--- config.mk ---
export PLATFORM = sky130hd
export DESIGN_NAME = usb_ep0_setup_rx
export DESIGN_NICKNAME = d
export VERILOG_FILES = /design/src/rtl/usb_ep0_setup_rx_pkg.sv /design/src/rtl/usb_ep0_setup_rx_crc16.sv /design/src/rtl/usb_ep0_setup_rx.sv
export SDC_FILE = /design/constraint.sdc
export NUM_CORES = 1
export LEC_CHECK = 0
export CAP_MARGIN = 20
export CORE_MARGIN = 2
export CORE_UTILIZATION = 45
export CTS_BUF_LIST = sky130_fd_sc_hd__clkbuf_8
export DETAILED_ROUTE_END_ITERATION = 8
export PLACE_DENSITY = 0.8
export SLEW_MARGIN = 20
export SYNTH_ARGS = -nofsm -noshare
export SYNTH_HDL_FRONTEND = slang
export SYNTH_SLANG_ARGS = --single-unit
--- constraint.sdc ---
create_clock -name i_usb_clkin -period 5.85 [get_ports i_usb_clkin]
set_input_delay 0.8775 -clock i_usb_clkin [delete_from_list [all_inputs] [get_ports i_usb_clkin]]
set_output_delay 0.8775 -clock i_usb_clkin [all_outputs]
set_load 0.02 [all_outputs]
--- src/rtl/usb_ep0_setup_rx_pkg.sv ---
// ---------------------------------------------------------------------------
// usb_ep0_setup_rx_pkg
// Shared USB definitions for the endpoint-0 SETUP receive path:
//   - packet identifiers (SETUP, DATA0, DATA1)
//   - CRC16 constants (init, reflected polynomial, good-packet residual)
//   - bit positions of the fields inside a 24-bit token word
//   - SETUP receiver FSM state encoding and byte-count limits
// ---------------------------------------------------------------------------
package usb_ep0_setup_rx_pkg;

   localparam logic [7:0]  PID_SETUP           = 8'h2D;
   localparam logic [7:0]  PID_DATA0           = 8'hC3;
   localparam logic [7:0]  PID_DATA1           = 8'h4B;

   // Reflected (LSB-first) CRC16 register view: 0x8005 becomes 0xA001
   localparam logic [15:0] USB_CRC16_INIT      = 16'hFFFF;
   localparam logic [15:0] USB_CRC16_POLY_REFL = 16'hA001;
   localparam logic [15:0] USB_CRC16_RESIDUAL  = 16'hB001;

   // Token word layout: [7:0] PID, [14:8] ADDR, [18:15] ENDP, [23:19] CRC5
   localparam int TOK_PID_LSB  = 0;
   localparam int TOK_PID_MSB  = 7;
   localparam int TOK_ADDR_LSB = 8;
   localparam int TOK_ADDR_MSB = 14;
   localparam int TOK_ENDP_LSB = 15;
   localparam int TOK_ENDP_MSB = 18;
   localparam int TOK_CRC5_LSB = 19;
   localparam int TOK_CRC5_MSB = 23;

   // 8 request bytes + 2 CRC bytes; counter sticks one past that
   localparam logic [3:0]  CNT_FULL = 4'd10;
   localparam logic [3:0]  CNT_SAT  = 4'd11;

   typedef enum logic [1:0] {
      ST_IDLE      = 2'd0,
      ST_WAIT_DATA = 2'd1,
      ST_RX        = 2'd2
   } state_t;

endpackage

--- src/rtl/usb_ep0_setup_rx_crc16.sv ---
// ---------------------------------------------------------------------------
// usb_ep0_setup_rx_crc16
// Combinational USB CRC16 update, one byte per call, LSB-first bit order,
// held in the reflected register form (poly 0x8005 -> 0xA001). Shared by the
// receive and transmit paths.
// Ports:
//   i_crc  [15:0]  current CRC register
//   i_byte [7:0]   byte to absorb (bit 0 is first on the wire)
//   o_crc  [15:0]  CRC register after absorbing i_byte
// ---------------------------------------------------------------------------
module usb_ep0_setup_rx_crc16
   import usb_ep0_setup_rx_pkg::*;
(
   input  logic [15:0] i_crc,
   input  logic [7:0]  i_byte,
   output logic [15:0] o_crc
);

   logic [15:0] w_acc;

   always_comb begin
      w_acc = i_crc ^ {8'h00, i_byte};
      for (int b = 0; b < 8; b++) begin
         if (w_acc[0]) begin
            w_acc = {1'b0, w_acc[15:1]} ^ USB_CRC16_POLY_REFL;
         end else begin
            w_acc = {1'b0, w_acc[15:1]};
         end
      end
   end

   assign o_crc = w_acc;

endmodule

--- src/rtl/usb_ep0_setup_rx.sv ---
// ---------------------------------------------------------------------------
// usb_ep0_setup_rx
// Endpoint-0 SETUP receiver. Watches the token stream for a SETUP addressed
// to this device/endpoint, captures the following 8-byte DATA0 packet plus
// its CRC16, and on a clean packet publishes the request fields together
// with a one-cycle ACK request. Any rejected attempt raises SETUP_ERR.
// Ports:
//   i_usb_clkin       clock (60 MHz ULPI), single domain
//   i_rst             asynchronous active-high reset
//   i_dev_addr [6:0]  current device address
//   i_token [23:0]    {CRC5, ENDP, ADDR, PID}, valid with i_token_strb
//   i_token_strb      token valid pulse
//   i_data [7:0]      payload byte, valid with i_data_strb
//   i_data_strb       high on each byte cycle
//   i_data_end        pulse after the last byte of a good PHY packet
//   i_data_fail       pulse on PHY packet abort
//   i_pid [7:0]       data-packet PID, valid with i_data_strb
//   o_bm_req_type, o_b_request, o_w_value, o_w_index, o_w_length
//                     decoded request fields, held until the next valid SETUP
//   o_setup_valid     pulse: fields updated
//   o_setup_err       pulse: SETUP attempt rejected
//   o_ack_req         pulse to handshake transmitter, with o_setup_valid
//   o_next_toggle     expected data-stage toggle (1 = DATA1)
//   o_busy            receiver not idle
// ---------------------------------------------------------------------------
module usb_ep0_setup_rx
   import usb_ep0_setup_rx_pkg::*;
#(
   parameter int EP_NUM      = 0,
   parameter int TIMEOUT_CYC = 1024
)(
   input  logic        i_usb_clkin,
   input  logic        i_rst,
   input  logic [6:0]  i_dev_addr,
   input  logic [23:0] i_token,
   input  logic        i_token_strb,
   input  logic [7:0]  i_data,
   input  logic        i_data_strb,
   input  logic        i_data_end,
   input  logic        i_data_fail,
   input  logic [7:0]  i_pid,
   output logic [7:0]  o_bm_req_type,
   output logic [7:0]  o_b_request,
   output logic [15:0] o_w_value,
   output logic [15:0] o_w_index,
   output logic [15:0] o_w_length,
   output logic        o_setup_valid,
   output logic        o_setup_err,
   output logic        o_ack_req,
   output logic        o_next_toggle,
   output logic        o_busy
);

   localparam int               TMR_W   = $clog2(TIMEOUT_CYC + 1);
   localparam logic [TMR_W-1:0] TMR_MAX = TMR_W'(TIMEOUT_CYC);
   localparam logic [3:0]       EP_ID   = 4'(EP_NUM);

   function automatic logic [3:0] sat_inc(input logic [3:0] v);
      return (v == CNT_SAT) ? v : v + 4'd1;
   endfunction

   state_t            r_state;
   state_t            w_state_nxt;
   logic [TMR_W-1:0]  r_timer;
   logic [3:0]        r_cnt;
   logic [15:0]       r_crc;
   logic [15:0]       w_crc_nxt;
   logic [7:0]        r_buf [0:9];

   logic              w_tok_setup;
   logic              w_crc_ok;
   logic              w_restart;
   logic              w_first;
   logic              w_store;
   logic              w_tick;
   logic              w_evt_valid;
   logic              w_evt_err;

   logic [7:0]        r_bm_req_type;
   logic [7:0]        r_b_request;
   logic [15:0]       r_w_value;
   logic [15:0]       r_w_index;
   logic [15:0]       r_w_length;
   logic              r_setup_valid;
   logic              r_setup_err;
   logic              r_ack_req;
   logic              r_next_toggle;

   // Token CRC5 is already checked upstream
   logic              w_unused_tok_crc5;
   assign w_unused_tok_crc5 = ^i_token[TOK_CRC5_MSB:TOK_CRC5_LSB];

   assign w_tok_setup = i_token_strb
                      && (i_token[TOK_PID_MSB:TOK_PID_LSB]   == PID_SETUP)
                      && (i_token[TOK_ADDR_MSB:TOK_ADDR_LSB] == i_dev_addr)
                      && (i_token[TOK_ENDP_MSB:TOK_ENDP_LSB] == EP_ID);

   assign w_crc_ok = (r_crc == USB_CRC16_RESIDUAL);

   usb_ep0_setup_rx_crc16 u_crc (
      .i_crc  (r_crc),
      .i_byte (i_data),
      .o_crc  (w_crc_nxt)
   );

   // FSM state register
   always_ff @(posedge i_usb_clkin or posedge i_rst) begin
      if (i_rst) begin
         r_state <= ST_IDLE;
      end else begin
         r_state <= w_state_nxt;
      end
   end

   // FSM next state: token > fail > end/data > timeout
   always_comb begin
      w_state_nxt = r_state;
      case (r_state)
         ST_IDLE: begin
            if (w_tok_setup) w_state_nxt = ST_WAIT_DATA;
         end
         ST_WAIT_DATA: begin
            if (i_token_strb) begin
               w_state_nxt = w_tok_setup ? ST_WAIT_DATA : ST_IDLE;
            end else if (i_data_fail) begin
               w_state_nxt = ST_IDLE;
            end else if (i_data_strb) begin
               w_state_nxt = (i_pid == PID_DATA0) ? ST_RX : ST_IDLE;
            end else if (r_timer == TMR_MAX) begin
               w_state_nxt = ST_IDLE;
            end
         end
         ST_RX: begin
            if (i_token_strb) begin
               w_state_nxt = w_tok_setup ? ST_WAIT_DATA : ST_IDLE;
            end else if (i_data_fail || i_data_end) begin
               w_state_nxt = ST_IDLE;
            end
         end
         default: w_state_nxt = ST_IDLE;
      endcase
   end

   // FSM outputs: datapath strobes and pulse events, same priority as above
   always_comb begin
      w_restart   = 1'b0;
      w_first     = 1'b0;
      w_store     = 1'b0;
      w_tick      = 1'b0;
      w_evt_valid = 1'b0;
      w_evt_err   = 1'b0;
      case (r_state)
         ST_IDLE: begin
            w_restart = w_tok_setup;
         end
         ST_WAIT_DATA: begin
            if (i_token_strb) begin
               w_evt_err = 1'b1;
               w_restart = w_tok_setup;
            end else if (i_data_fail) begin
               w_evt_err = 1'b1;
            end else if (i_data_strb) begin
               if (i_pid == PID_DATA0) w_first   = 1'b1;
               else                    w_evt_err = 1'b1;
            end else if (r_timer == TMR_MAX) begin
               w_evt_err = 1'b1;
            end else begin
               w_tick = 1'b1;
            end
         end
         ST_RX: begin
            if (i_token_strb) begin
               w_evt_err = 1'b1;
               w_restart = w_tok_setup;
            end else if (i_data_fail) begin
               w_evt_err = 1'b1;
            end else if (i_data_end) begin
               if ((r_cnt == CNT_FULL) && w_crc_ok) w_evt_valid = 1'b1;
               else                                 w_evt_err   = 1'b1;
            end else if (i_data_strb) begin
               w_store = 1'b1;
            end
         end
         default: ;
      endcase
   end

   // Timer, byte counter and running CRC
   always_ff @(posedge i_usb_clkin or posedge i_rst) begin
      if (i_rst) begin
         r_timer <= '0;
         r_cnt   <= 4'd0;
         r_crc   <= USB_CRC16_INIT;
      end else if (w_restart) begin
         r_timer <= '0;
         r_cnt   <= 4'd0;
         r_crc   <= USB_CRC16_INIT;
      end else if (w_first || w_store) begin
         r_cnt   <= sat_inc(r_cnt);
         r_crc   <= w_crc_nxt;
      end else if (w_tick) begin
         r_timer <= r_timer + 1'b1;
      end
   end

   // Capture buffer; bytes beyond the CRC position only feed the CRC/count
   always_ff @(posedge i_usb_clkin) begin
      if ((w_first || w_store) && (r_cnt < CNT_FULL)) begin
         r_buf[r_cnt] <= i_data;
      end
   end

   // Output registers: pulses land one cycle after the deciding edge
   always_ff @(posedge i_usb_clkin or posedge i_rst) begin
      if (i_rst) begin
         r_bm_req_type <= 8'h00;
         r_b_request   <= 8'h00;
         r_w_value     <= 16'h0000;
         r_w_index     <= 16'h0000;
         r_w_length    <= 16'h0000;
         r_setup_valid <= 1'b0;
         r_setup_err   <= 1'b0;
         r_ack_req     <= 1'b0;
         r_next_toggle <= 1'b0;
      end else begin
         r_setup_valid <= w_evt_valid;
         r_ack_req     <= w_evt_valid;
         r_setup_err   <= w_evt_err;
         if (w_evt_valid) begin
            r_bm_req_type <= r_buf[0];
            r_b_request   <= r_buf[1];
            r_w_value     <= {r_buf[3], r_buf[2]};
            r_w_index     <= {r_buf[5], r_buf[4]};
            r_w_length    <= {r_buf[7], r_buf[6]};
            r_next_toggle <= 1'b1;
         end
      end
   end

   assign o_bm_req_type = r_bm_req_type;
   assign o_b_request   = r_b_request;
   assign o_w_value     = r_w_value;
   assign o_w_index     = r_w_index;
   assign o_w_length    = r_w_length;
   assign o_setup_valid = r_setup_valid;
   assign o_setup_err   = r_setup_err;
   assign o_ack_req     = r_ack_req;
   assign o_next_toggle = r_next_toggle;
   assign o_busy        = (r_state != ST_IDLE);

endmodule
Word-level counts from Yosys, hierarchy flattened
Memory sizes are Yosys's and may differ from the RTL's. A register that Yosys moved wholly into a read port is not among the register bits.
Cells that the tools add are included.
W data, S select, Z words.
Storage, ports and cells
  flip-flop bits (word level): 36
  output and inout port bits: 69
  bits in writable memories: 80
  memories kept: 1
Operators by class
  reduce and logical (&&, ||, !) cells: 16
  add/subtract/negate cells: 2
  eq/ne operators: 14
  bitwise logic cells: 9
  multiplexer cells: 60
  order comparisons: 1
Memory list
  r_buf: depth 10, width 8, rd ports 8, clocked after Yosys merged registers in 8, wr ports 1, line usb_ep0_setup_rx.sv:68  | logic [7:0] r_buf [0:9];
Operator list (count)
  $mux W16: 10
  $mux W1: 33
  $mux W11: 3
  $not A2 Y3: 8
  $eq A16 B16 Y1 const B: 1
  $mux W2: 8
  $xor A16 B8 Y16: 1
  $mux W4: 3
  $add A11 B1 Y11 const B: 1
  $eq A11 B11 Y1 const B: 1
  $eq A4 B4 Y1 const B: 2
  $eq A8 B6 Y1 const B: 1
  $eq A8 B8 Y1 const B: 1
  $eq A7 B7 Y1: 1
  $ne A2 B2 Y1 const B: 3
  $pmux W2 S3: 1
  $reduce_bool A2 Y1: 3
  $logic_and A1 B1 Y1: 5
  $ne A5 B5 Y1 const B: 1
  $add A4 B1 Y4 const B: 1
  $logic_not A4 Y1: 1
  $lt A4 B4 Y1 const B: 1
  $pmux W1 S2: 2
  $reduce_and A2 Y1: 2
  other kinds (7): 8

Longest topological paths before layout
Gate-level depths: netlist of the first run.
  word-level depth: 19
  gate-level depth with buffers: 9

By module
A second synthesis of the first run with hierarchy kept.
Unflattened totals
  cell total of the unflattened synthesis: 428
  area total of the unflattened synthesis: 6646.4 um^2
Modules (own cells, without submodules)
  usb_ep0_setup_rx: cells each 402, times used 1, area an instance 6394.9 um^2, sequential area each 4444.3 um^2
  usb_ep0_setup_rx_crc16: cells each 26, times used 1, area an instance 251.5 um^2, sequential area each 0.0 um^2

Least setup slack after synthesis of the first run
OpenSTA, ideal clock, no wires.
  path kind: in2reg
  from: input port i_pid[2]
  to: memory r_buf[4][0] (enable)
  slack: 3.238 ns
  library setup time: 0.333 ns
  required time: 5.517 ns
  stages: 5
  arrival: 2.279 ns
  path through: nor4b_1 > nand4_1 > a21boi_1 > clkbuf_1 > and4b_1
Between the ends
  word-level cells in the longest chain between the ends: 10
Ends and longest elaborated chain
  start: declaration: line usb_ep0_setup_rx.sv:41  | input logic [7:0] i_pid,
  $eq A8 B8 Y1: line usb_ep0_setup_rx.sv:163  | if (i_pid == PID_DATA0) w_first = 1'b1;
  $mux W1: line usb_ep0_setup_rx.sv:163
  $mux W1: line usb_ep0_setup_rx.sv:162  | end else if (i_data_strb) begin
  $mux W1: line usb_ep0_setup_rx.sv:160  | end else if (i_data_fail) begin
  $mux W1: line usb_ep0_setup_rx.sv:157  | if (i_token_strb) begin
  $mux W1: line usb_ep0_setup_rx.sv:152  | case (r_state)
  $logic_or A1 B1 Y1: line usb_ep0_setup_rx.sv:208  | if ((w_first || w_store) && (r_cnt < CNT_FULL)) begin
  $logic_and A1 B1 Y1: line usb_ep0_setup_rx.sv:208
  $mux W1: line usb_ep0_setup_rx.sv:208
  $mux W1 (not written as such): line usb_ep0_setup_rx.sv:209  | r_buf[r_cnt] <= i_data;
  end: declaration: line usb_ep0_setup_rx.sv:68
No other way between the ends.

Worst setup path after layout of the first run
  from: input port i_data[0]
  to: register r_crc[0]
Between the ends
  word-level cells in the longest chain between the ends: 11
Ends and longest elaborated chain
  start: declaration: line usb_ep0_setup_rx.sv:37  | input logic [7:0] i_data,
  $xor A16 B8 Y16: line usb_ep0_setup_rx_crc16.sv:22  | w_acc = i_crc ^ {8'h00, i_byte};
  $mux W16 (8 in series): line usb_ep0_setup_rx_crc16.sv:24  | if (w_acc[0]) begin
  $mux W16: line usb_ep0_setup_rx.sv:198  | end else if (w_first || w_store) begin
  $mux W16: line usb_ep0_setup_rx.sv:194  | end else if (w_restart) begin
  end signal: assignment: line usb_ep0_setup_rx.sv:200  | r_crc <= w_crc_nxt;
  end: declaration: line usb_ep0_setup_rx.sv:66  | logic [15:0] r_crc;
No other way between the ends. The select of a mux whose other input is x is not followed.
A chain may end at the register's enable or synchronous reset.

==> impl_metrics.json, run 1 <==
{
  "ys.flop_type": "dfrtp_1",
  "fin_crit_ns": 3.023,
  "end_kind": "register",
  "relSlewSlack": 0.4031,
  "startpoint": "i_data[0]",
  "ios": 122,
  "synth_cells": 444,
  "synth_nets": 507,
  "synth_most_common_cell": "dfrtp_1",
  "clk_pin_slew_worst_paths_ns": 0.09,
  "routedWlPerCell_um": 17.88,
  "clock_latency_ns": 0.45,
  "grt_use_total": 0.1811,
  "cts_setup_buffers": 0,
  "gp_congestion": 0.8389,
  "finalSetupViolCount": 0,
  "regToRegEndpoint": "o_w_value[0]",
  "min_path_cells": 1,
  "maxSlewViolCount": 0,
  "numCtsBuffers": 17,
  "antenna_cells": 0,
  "synth_top_cell_area_share": 0.3140,
  "required_ns": 6.21,
  "cp-start-kind": "input pin",
  "ys_seq_area_frac": 0.6638,
  "hp-class": "register to register",
  "antenna_found_initial": 0,
  "synth_top_family_by_area": "multiplexers",
  "die_h_um": 126.0,
  "start_util": 0.4607,
  "rows": 44,
  "tightest_slew_ns": 0.8953,
  "cts_max_level": 4,
  "ir_drop_v": 0.0001331,
  "crit_chain": "clkdlybuf4s50_1 -> xor2_1 -> xnor3_1 -> xor3_1 -> xnor3_1 -> a22oi_1",
  "muxShareOfSynthArea": 0.1108,
  "final.fill_count": 1147,
  "first_pass_iters": 5,
  "grt_max_degree": 66,
  "fp.dieArea_mm2": 0.01587,
  "clock_sinks": 164,
  "dp_hpwl_mm": 9.416,
  "cts_tree": "done",
  "netlist_top_cells_area": "dfrtp_1 31%, edfxtp_1 29%, mux2_1 8.2%, dfstp_2 6.3%, xnor2_1 3.7%",
  "multi_input_area_mm2": 0.002107,
  "tns_ns": 0,
  "area_growth_pct": 25.86,
  "drt-total-wl_mm": 13.66,
  "synth.ff_latch_count": 164,
  "status": "finished, final reports clean",
  "r2r-start": "r_cnt[2]",
  "synth_top_cell_by_area": "dfrtp_1",
  "cp_num_buf_inv": 1,
  "synth.distinct_cells": 48,
  "powerDensity_mw_per_mm2": 251.5,
  "cp_common_cell": "xnor3_1",
  "rrSetupSlack_ns": 2.93,
  "place_inst": 732,
  "skew_ns": 0.02030,
  "max_stage_delay_ns": 0.84,
  "io_buffers": 116,
  "worst-path-max-fanout": 9,
  "synth_common_cells": "84 x dfrtp_1, 64 x edfxtp_1, 49 x mux2_1",
  "grt_pass1_wl_mm": 22.31,
  "cts_resized": 0,
  "viasPerCell": 5.368,
  "critPathSlowestCell": "clkdlybuf4s50_1",
  "clockRootBuffer": "clkbuf_8",
  "die_w_um": 126.0,
  "rr_worst_depth": 6,
  "worstPathArrival_ns": 3.39,
  "fin_nets": 630,
  "final_layout_size_suffix_gt1_frac": 0.1276,
  "ant_nets": 0,
  "synth-compound-area-share": 0.03158,
  "first_global_vias": 4239,
  "synth_warnings": 0,
  "stdcell_count": 764,
  "critPathKind": "input pin to register",
  "drv_cap": 0,
  "async_flop_share": 0.6098,
  "drt_iter0_markers": 377,
  "drc": 0,
  "timing.final.crit_share": 0.5168,
  "synth-xor-area-share": 0.05868,
  "syn_area_mm2": 0.006695,
  "cts_hold_buf": 0,
  "path_delay_family": "XOR/XNOR gates",
  "final-seq-area_mm2": 0.004444,
  "synth_area_per_cell_um2": 15.08,
  "rsz0062_at_grt": "false",
  "p_leak_nw": 3.536,
  "synth_fa_ha_area_frac": 0.01869,
  "max_freq_mhz": 330.8,
  "core-area_mm2": 0.01453,
  "overflow": 0,
  "cp_num_cells": 6,
  "synth_edf_count": 64,
  "synthSimpleGateAreaFrac": 0.09307,
  "crit_end": "r_crc[0]",
  "vias": 4101,
  "cts_buffer_depth": 2,
  "hold_viol": 0
}
[per-stage QoR]
step                hold slack, ns  setup slack, ns  power (mW)  cell area [um2]    util
finish                      0.4593            2.827       2.119             8427  0.5798
global route                0.4670            2.687       2.197             8427  0.5798
CTS                         0.4627            2.835       2.137             8427  0.5798
detailed placement          0.4484            2.392       1.320             8024  0.5521
global placement            0.4411            2.489       1.316             8024  0.5521
floorplan                   0.4390            2.380       1.263             6695       -
[layout by cell type, fill, tap and decap left out, types with 4 or more instances in the layout]
cell type,instances
nor4b_1,8
and4_1,4
nand4_1,5
inv_1,12
nor2_1,37
buf_4,4
ha_1,10
and3_1,7
mux2_1,49
nor3_1,5
nand3_1,7
dfrtp_1,84
and4b_1,6
mux2_2,16
clkbuf_8,17
xor2_1,9
inv_6,6
xnor2_1,28
clkdlybuf4s50_1,116
edfxtp_1,64
a22oi_1,16
dfstp_2,16
nand2_1,10
[final cells by class]
type,instances,area share
flip-flops and latches,164,0.5274
multi-input cells,251,0.2500
repair buffers,120,0.1414
clock buffers,17,0.02777
well taps,184,0.02732
clock inverters,15,0.02004
inverters,13,0.006088
[worst min path at each step]
stage                            from             end  slack (ns)
after floorplan           r_buf[1][0]  o_b_request[0]        0.44
after global placement    r_buf[6][2]   o_w_length[2]        0.44
after detailed placement  r_buf[4][5]    o_w_index[5]        0.45
after CTS                 r_buf[6][4]   o_w_length[4]        0.46
after global routing      r_buf[6][4]   o_w_length[4]        0.47
final                     r_buf[1][2]  o_b_request[2]        0.46
[report_power, final]
part	internal, mW	switching (mW)
sequential	1.19	0.0000265
combinational	0.0512	0.0487
clock	0.390	0.434
total	1.64	0.483
[cells by family (layout without fill, tap and decap cells)]
family,after synthesis,count (layout)
flops,164,164
simple gates,107,107
mux,66,66
xor+xnor,40,40
buf+inv,29,165
compound gates,28,28
fa+ha+maj,10,10
[worst reg2reg max path: cells and delay by family, from the launching register on]
| family | cells | cell delay, ns |
|---|---|---|
| muxes | 1 | 0.47 |
| and+or+nand+nor | 4 | 1.13 |
| buffers and inverters | 1 | 0.72 |
| DFF | 1 | 0.48 |
[flip-flops by register name, indices dropped and copies added (netlist names), 2 cells and up]
register	cells
o_w_value	16
r_buf	64
o_b_request	8
r_timer	11
r_crc	16
r_state	2
o_w_length	16
r_cnt	4
o_w_index	16
o_bm_req_type	8
[per-layer routing]
| metal | wire, um | vias up | track usage |
|---|---|---|---|
| li1 | - | 1869 | - |
| met1 | 6014 | 2049 | 0.2388 |
| met2 | 6610 | 170 | 0.2963 |
| met3 | 886 | 13 | 0.05268 |
| met4 | 150 | 0 | 0.04848 |
| met5 | 0 | - | 0 |
Power figures use the tool's default switching activity.
==> run 2, diff against run 1 <==
Clock period 5.85 ns to 2.8 ns, I/O delays scaled along.
==> run 2 against run 1 <==
  * Routed wire length increased by 0.70%
  * Utilization increased by 1.4 points
  * Critical endpoint is now o_b_request[5]
  * Clock skew decreased by 0.0056 ns
  * Setup slack got worse by 2.6 ns
  * Combinational power increased by 130%
  * Design area increased by 2.4%
  * Die area unchanged
  * Register-to-register slack got worse by 2.7 ns
==> impl_metrics.json, run 2 (synthesized netlist as in run 1, its figures left out) <==
{
  "cts_setup_buffers": 0,
  "fp.dieArea_mm2": 0.01587,
  "timing.hold.ws_ns": 0.3302,
  "fin_nets": 651,
  "first_pass_iters": 4,
  "worstPathArrival_ns": 2.94,
  "drt_iter0_markers": 251,
  "critPathSlowestCell": "dfstp_2",
  "clock_latency_ns": 0.44,
  "max_stage_delay_ns": 0.57,
  "cp-start-kind": "register",
  "viasPerCell": 5.233,
  "finalSetupViolCount": 0,
  "largest_register_ff_count": 64,
  "ant_nets": 0,
  "antenna_cells": 0,
  "path_delay_family": "simple AND/OR/NAND/NOR gates",
  "vias": 4108,
  "hp-class": "input pin to async pin",
  "crit_chain": "or4b_1 -> nor4_1 -> nand4_1 -> nor4_4 -> buf_12 -> mux2_2",
  "io_buffers": 116,
  "relSlewSlack": 0.6160,
  "antenna_found_initial": 0,
  "final_common_cell": "clkdlybuf4s50_1",
  "cts_buffer_depth": 2,
  "fin_crit_ns": 2.618,
  "first_global_vias": 4310,
  "worst-path-max-fanout": 65,
  "grt_max_degree": 70,
  "postLayoutCoreUtil": 0.5938,
  "hold_viol": 0,
  "cts_hold_buf": 0,
  "tns_ns": 0,
  "dp_hpwl_mm": 9.845,
  "clock_sinks": 164,
  "area_growth_pct": 28.91,
  "status": "finished, final reports clean",
  "ir_drop_v": 0.0002815,
  "numCtsBuffers": 17,
  "cp_num_buf_inv": 1,
  "rsz0062_at_grt": "false",
  "clockRootBuffer": "clkbuf_8",
  "p_leak_nw": 3.662,
  "final-seq-area_mm2": 0.004444,
  "tightest_slew_ns": 0.5759,
  "largest_register": "r_buf",
  "grt_use_total": 0.1806,
  "routedWlPerCell_um": 17.52,
  "critPathKind": "register to register",
  "final_layout_size_suffix_gt1_frac": 0.1481,
  "skew_ns": 0.01467,
  "final.fill_count": 1099,
  "ios": 122,
  "powerDensity_mw_per_mm2": 507.8,
  "drc": 0,
  "die_w_um": 126.0,
  "gp_congestion": 0.8886,
  "core-area_mm2": 0.01453,
  "layout_common_cells": "116 x clkdlybuf4s50_1, 84 x dfrtp_1, 64 x edfxtp_1, 49 x mux2_1, 37 x nor2_1",
  "start_util": 0.4607,
  "cts_tree": "done",
  "die_h_um": 126.0,
  "multi_input_area_mm2": 0.002107,
  "drt-total-wl_mm": 13.76,
  "cts_resized": 0,
  "timing.final.crit_share": 0.9351,
  "stdcell_count": 785,
  "end_kind": "register",
  "clk_pin_slew_worst_paths_ns": 0.09,
  "cts_max_level": 4,
  "drv_cap": 0,
  "maxSlewViolCount": 0,
  "rows": 44,
  "required_ns": 3.12,
  "max_freq_mhz": 381.9,
  "place_inst": 753,
  "overflow": 0,
  "grt_pass1_wl_mm": 22.45
}
## run 2: changes by cell type in the layout (fill, tap and decap cells not counted)
cell and change:
clkinv_4 -2, clkinv_1 +2, inv_8 -1, bufinv_16 +1, inv_4 -1, inv_1 +4
clkinv_2 +2, buf_4 +16, inv_6 -5, buf_12 +5
## run 2: worst paths after layout
kind	from	to	slack, ns	cells past startpoint
max in group asynchronous	i_rst	r_crc[3]	1.73	3
worst min register to register	r_buf[6][2]	o_w_length[2]	0.46	1
worst max register to register	r_crc[15]	o_b_request[5]	0.18	6
worst min-delay path	i_rst	r_timer[0]	0.33	2
worst max-delay path	r_crc[15]	o_b_request[5]	0.18	6
min in group i_usb_clkin	r_buf[6][2]	o_w_length[2]	0.46	1
## run 2: final cells by class
class,instances,share of cell area
sequential,164,0.5149
multi-input combinational,251,0.2441
timing repair buffer,141,0.1635
clock buffer,17,0.02711
tap,184,0.02667
clock inverter,15,0.01754
inverter,13,0.006089
## run 2: through the flow
stage | total power, mW | area, um2 | setup slack, ns
5_1_grt | 4.550 | 8631 | 0.06779
3_5_place_dp | 2.774 | 8245 | 0.09899
2_1_floorplan | 2.640 | 6699 | 0.5442
6_report | 4.383 | 8631 | 0.1818
3_3_place_gp | 2.767 | 8245 | 0.1541
4_1_cts | 4.423 | 8631 | 0.2058
## run 2: metal layers
metal | vias up | GRT usage | routed length (um)
met5 | - | 0 | 0
met4 | 0 | 0.04848 | 149
met3 | 17 | 0.05098 | 853
met2 | 150 | 0.2951 | 6663
met1 | 2037 | 0.2396 | 6091
li1 | 1904 | - | -
## run 2: worst register-to-register path, stage by stage, from the launching register on
cell	delay, ns
dfstp_2	0.57
or4b_1	0.43
nor4_1	0.28
nand4_1	0.22
nor4_4	0.23
buf_12	0.34
mux2_2	0.43
## run 2: power by group
group          switching (mW)  internal, mW  total (mW)
registers           0.0000568          2.50        2.50
clock network           0.801         0.860        1.66
logic                   0.105         0.121       0.226
total                   0.906          3.48        4.38
==> RTL change: new RTL, settings of run 2 <==
Register the output `o_setup_err` once more; this adds one clock of latency there. The other outputs are not delayed to match.
--- a/src/rtl/usb_ep0_setup_rx.sv
+++ b/src/rtl/usb_ep0_setup_rx.sv
@@ -243,7 +243,9 @@
    assign o_w_index     = r_w_index;
    assign o_w_length    = r_w_length;
    assign o_setup_valid = r_setup_valid;
-   assign o_setup_err   = r_setup_err;
+   always_ff @(posedge i_usb_clkin) begin
+      o_setup_err <= r_setup_err;
+   end
    assign o_ack_req     = r_ack_req;
    assign o_next_toggle = r_next_toggle;
    assign o_busy        = (r_state != ST_IDLE);
Check against the original RTL: not equivalent (a bounded check fails within 4 cycles, from zero or initial values and one cycle with i_rst high).
==> RTL change against run 2 <==
  * Design area is 0.74% lower
  * Critical endpoint is now o_b_request[2]
  * Routed wire length is 0.33% higher
  * Synthesized area is 0.30% higher
  * Setup slack better by 0.048 ns
  * Final cell count is 0.51% lower
  * Power is 0.42% lower
  * Sequential cell count is 1 higher
  * First-iteration DRC count is 40% higher
==> RTL change: results (changes against run 2) <==
[worst_hold_path]
hp-class = register to register  ; was input pin to async pin

[routing]
avgRoutedWirePerCell_microns = 17.67  ; was 17.52 microns
viasPerCell = 5.228  ; was 5.233
route.met3.wl_microns = 774  ; was 853 microns
detail-route-antenna-nets = 0  ; unchanged
wl_met2_microns = 6790  ; was 6663 microns
wl_met1_microns = 6153  ; was 6091 microns
drtIter0Drc = 351  ; was 251
dr.pass1.iters = 4  ; unchanged
top_layer = met4  ; unchanged

[clocking]
cts-htree-levels = 4  ; unchanged
clockBufferDepth = 2  ; unchanged
clkTransAtPathRegs_ns = 0.09  ; about the same
clock_latency_ns = 0.44  ; about the same
postCtsSetupBuffers = 0  ; unchanged
holdBufCountCts = 0  ; unchanged
cts_made_buffers = 17  ; unchanged
cts_root_buffer = clkbuf_8  ; unchanged

[finish]
regMostFlops = r_buf  ; unchanged
final_cells = 781  ; was 785
nNetsFinal = 647  ; was 651
layout-drive-gt1-share = 0.1491  ; was 0.1481
largest_register_ffs = 64  ; unchanged

[placement]
dpl.hpwl_microns = 9716  ; was 9845 microns
placed_cell_area_sq_um = 8190  ; was 8245 sq um
port_buffers = 116  ; unchanged
dpl_worst_slack_ns = 0.003158  ; was 0.09899 ns
placed_cells = 749  ; was 753
place.gp.congestion = 0.8580  ; was 0.8886

[global_route]
grt.total_usage = 0.1777  ; was 0.1806
grt_pass1_wl_microns = 22050  ; was 22450 microns
grt_max_degree = 101  ; was 70
grt_pass1_vias = 4252  ; was 4310
antenna_found_initial = 0  ; unchanged

[critical_path]
crit_fanout = 65  ; unchanged
worstPathArrival_ns = 2.88  ; was 2.94 ns
critical_path.slowest_cell = dfstp_2  ; unchanged
slowest_delay_ns = 0.57  ; about the same
crit_family = simple AND/OR/NAND/NOR gates  ; unchanged

[synthesis]
synth_cell_types = 49  ; was 48
yosys_warnings = 0  ; unchanged
synth_edf_count = 64  ; unchanged
async_flop_share = 0.6061  ; was 0.6098
synth_common_cells = 84 x dfrtp_1, 64 x edfxtp_1, 49 x mux2_1, 37 x nor2_1, 28 x xnor2_1  ; unchanged
ys_top_cells_by_area = dfrtp_1 31%, edfxtp_1 29%, mux2_1 8.2%  ; unchanged
synth-main-ff-cell = dfrtp_1  ; unchanged
syn_nets = 508  ; was 507
yosys.area.top_type = dfrtp_1  ; unchanged
synth-seq-area-share = 0.6648  ; was 0.6638
netlist_instances = 445  ; was 444

[run_status]
outcome = complete, no violations  ; unchanged

[power_and_ir_drop]
leakage_nw = 3.630  ; was 3.662 nW
vdd_drop_max_uv = 295.0  ; was 281.5 uV

[sta]
tightest_slew_ns = 0.4921  ; was 0.5759 ns
fin_setup_tns_ns = 0  ; unchanged
fin_skew_ns = 0.01638  ; was 0.01467 ns

==> RTL change: cell count changes after synthesis, sizes merged <==
cell	change
dfxtp	+1
==> RTL change: final timing paths <==
kind / from / end / slack, ns / cells past startpoint
worst max-delay path: r_crc[15] / o_b_request[2] / 0.23 / 6
worst max register to register: r_crc[15] / o_b_request[2] / 0.23 / 6
min in group asynchronous: i_rst / o_w_value[12] / 0.49 / 3
worst min register to register: r_setup_err / o_setup_err / 0.37 / 0
max in group asynchronous: i_rst / r_crc[5] / 1.92 / 3
worst min-delay path: r_setup_err / o_setup_err / 0.37 / 0
==> RTL change: cells by family after synthesis <==
family	share of synthesized area
flip-flops	0.6648
multiplexers	0.1105
adder cells (fa/ha/maj)	0.01863
buffers and inverters	0.02329
AND/OR/NAND/NOR	0.09279
AO/OA/AOI/OAI	0.03149
XOR/XNOR	0.05851
==> RTL change: area by class of cell <==
type,count,area (sq um)
inverter,13,52.55
clock inverter,15,142.6
clock buffer,17,234.0
fill,1132,5967
sequential,165,4464
tap,184,230.2
multi-input combinational,251,2107
timing repair buffer,136,1336
==> RTL change: per-stage QoR <==
| step | utilization | hold slack [ns] | power, mW |
|---|---|---|---|
| finish | 0.5894 | 0.3660 | 4.364 |
| global route | 0.5894 | 0.3745 | 4.528 |
| CTS | 0.5894 | 0.3685 | 4.409 |
| detailed placement | 0.5635 | 0.3468 | 2.785 |
| global placement | 0.5635 | 0.3337 | 2.777 |
| floorplan | - | 0.3242 | 2.654 |
==> RTL change: layer usage <==
layer	GRT usage	vias to the layer above
met5	0	-
met4	0.04460	0
met3	0.04715	6
met2	0.2919	144
met1	0.2374	2029
li1	-	1904
==> RTL change: where the power goes <==
group	switching, mW	internal (mW)	leakage (nW)
sequential	0.0000561	2.51	1.92
combinational	0.104	0.118	1.51
clock	0.903	0.728	0.200
total	1.01	3.36	3.63
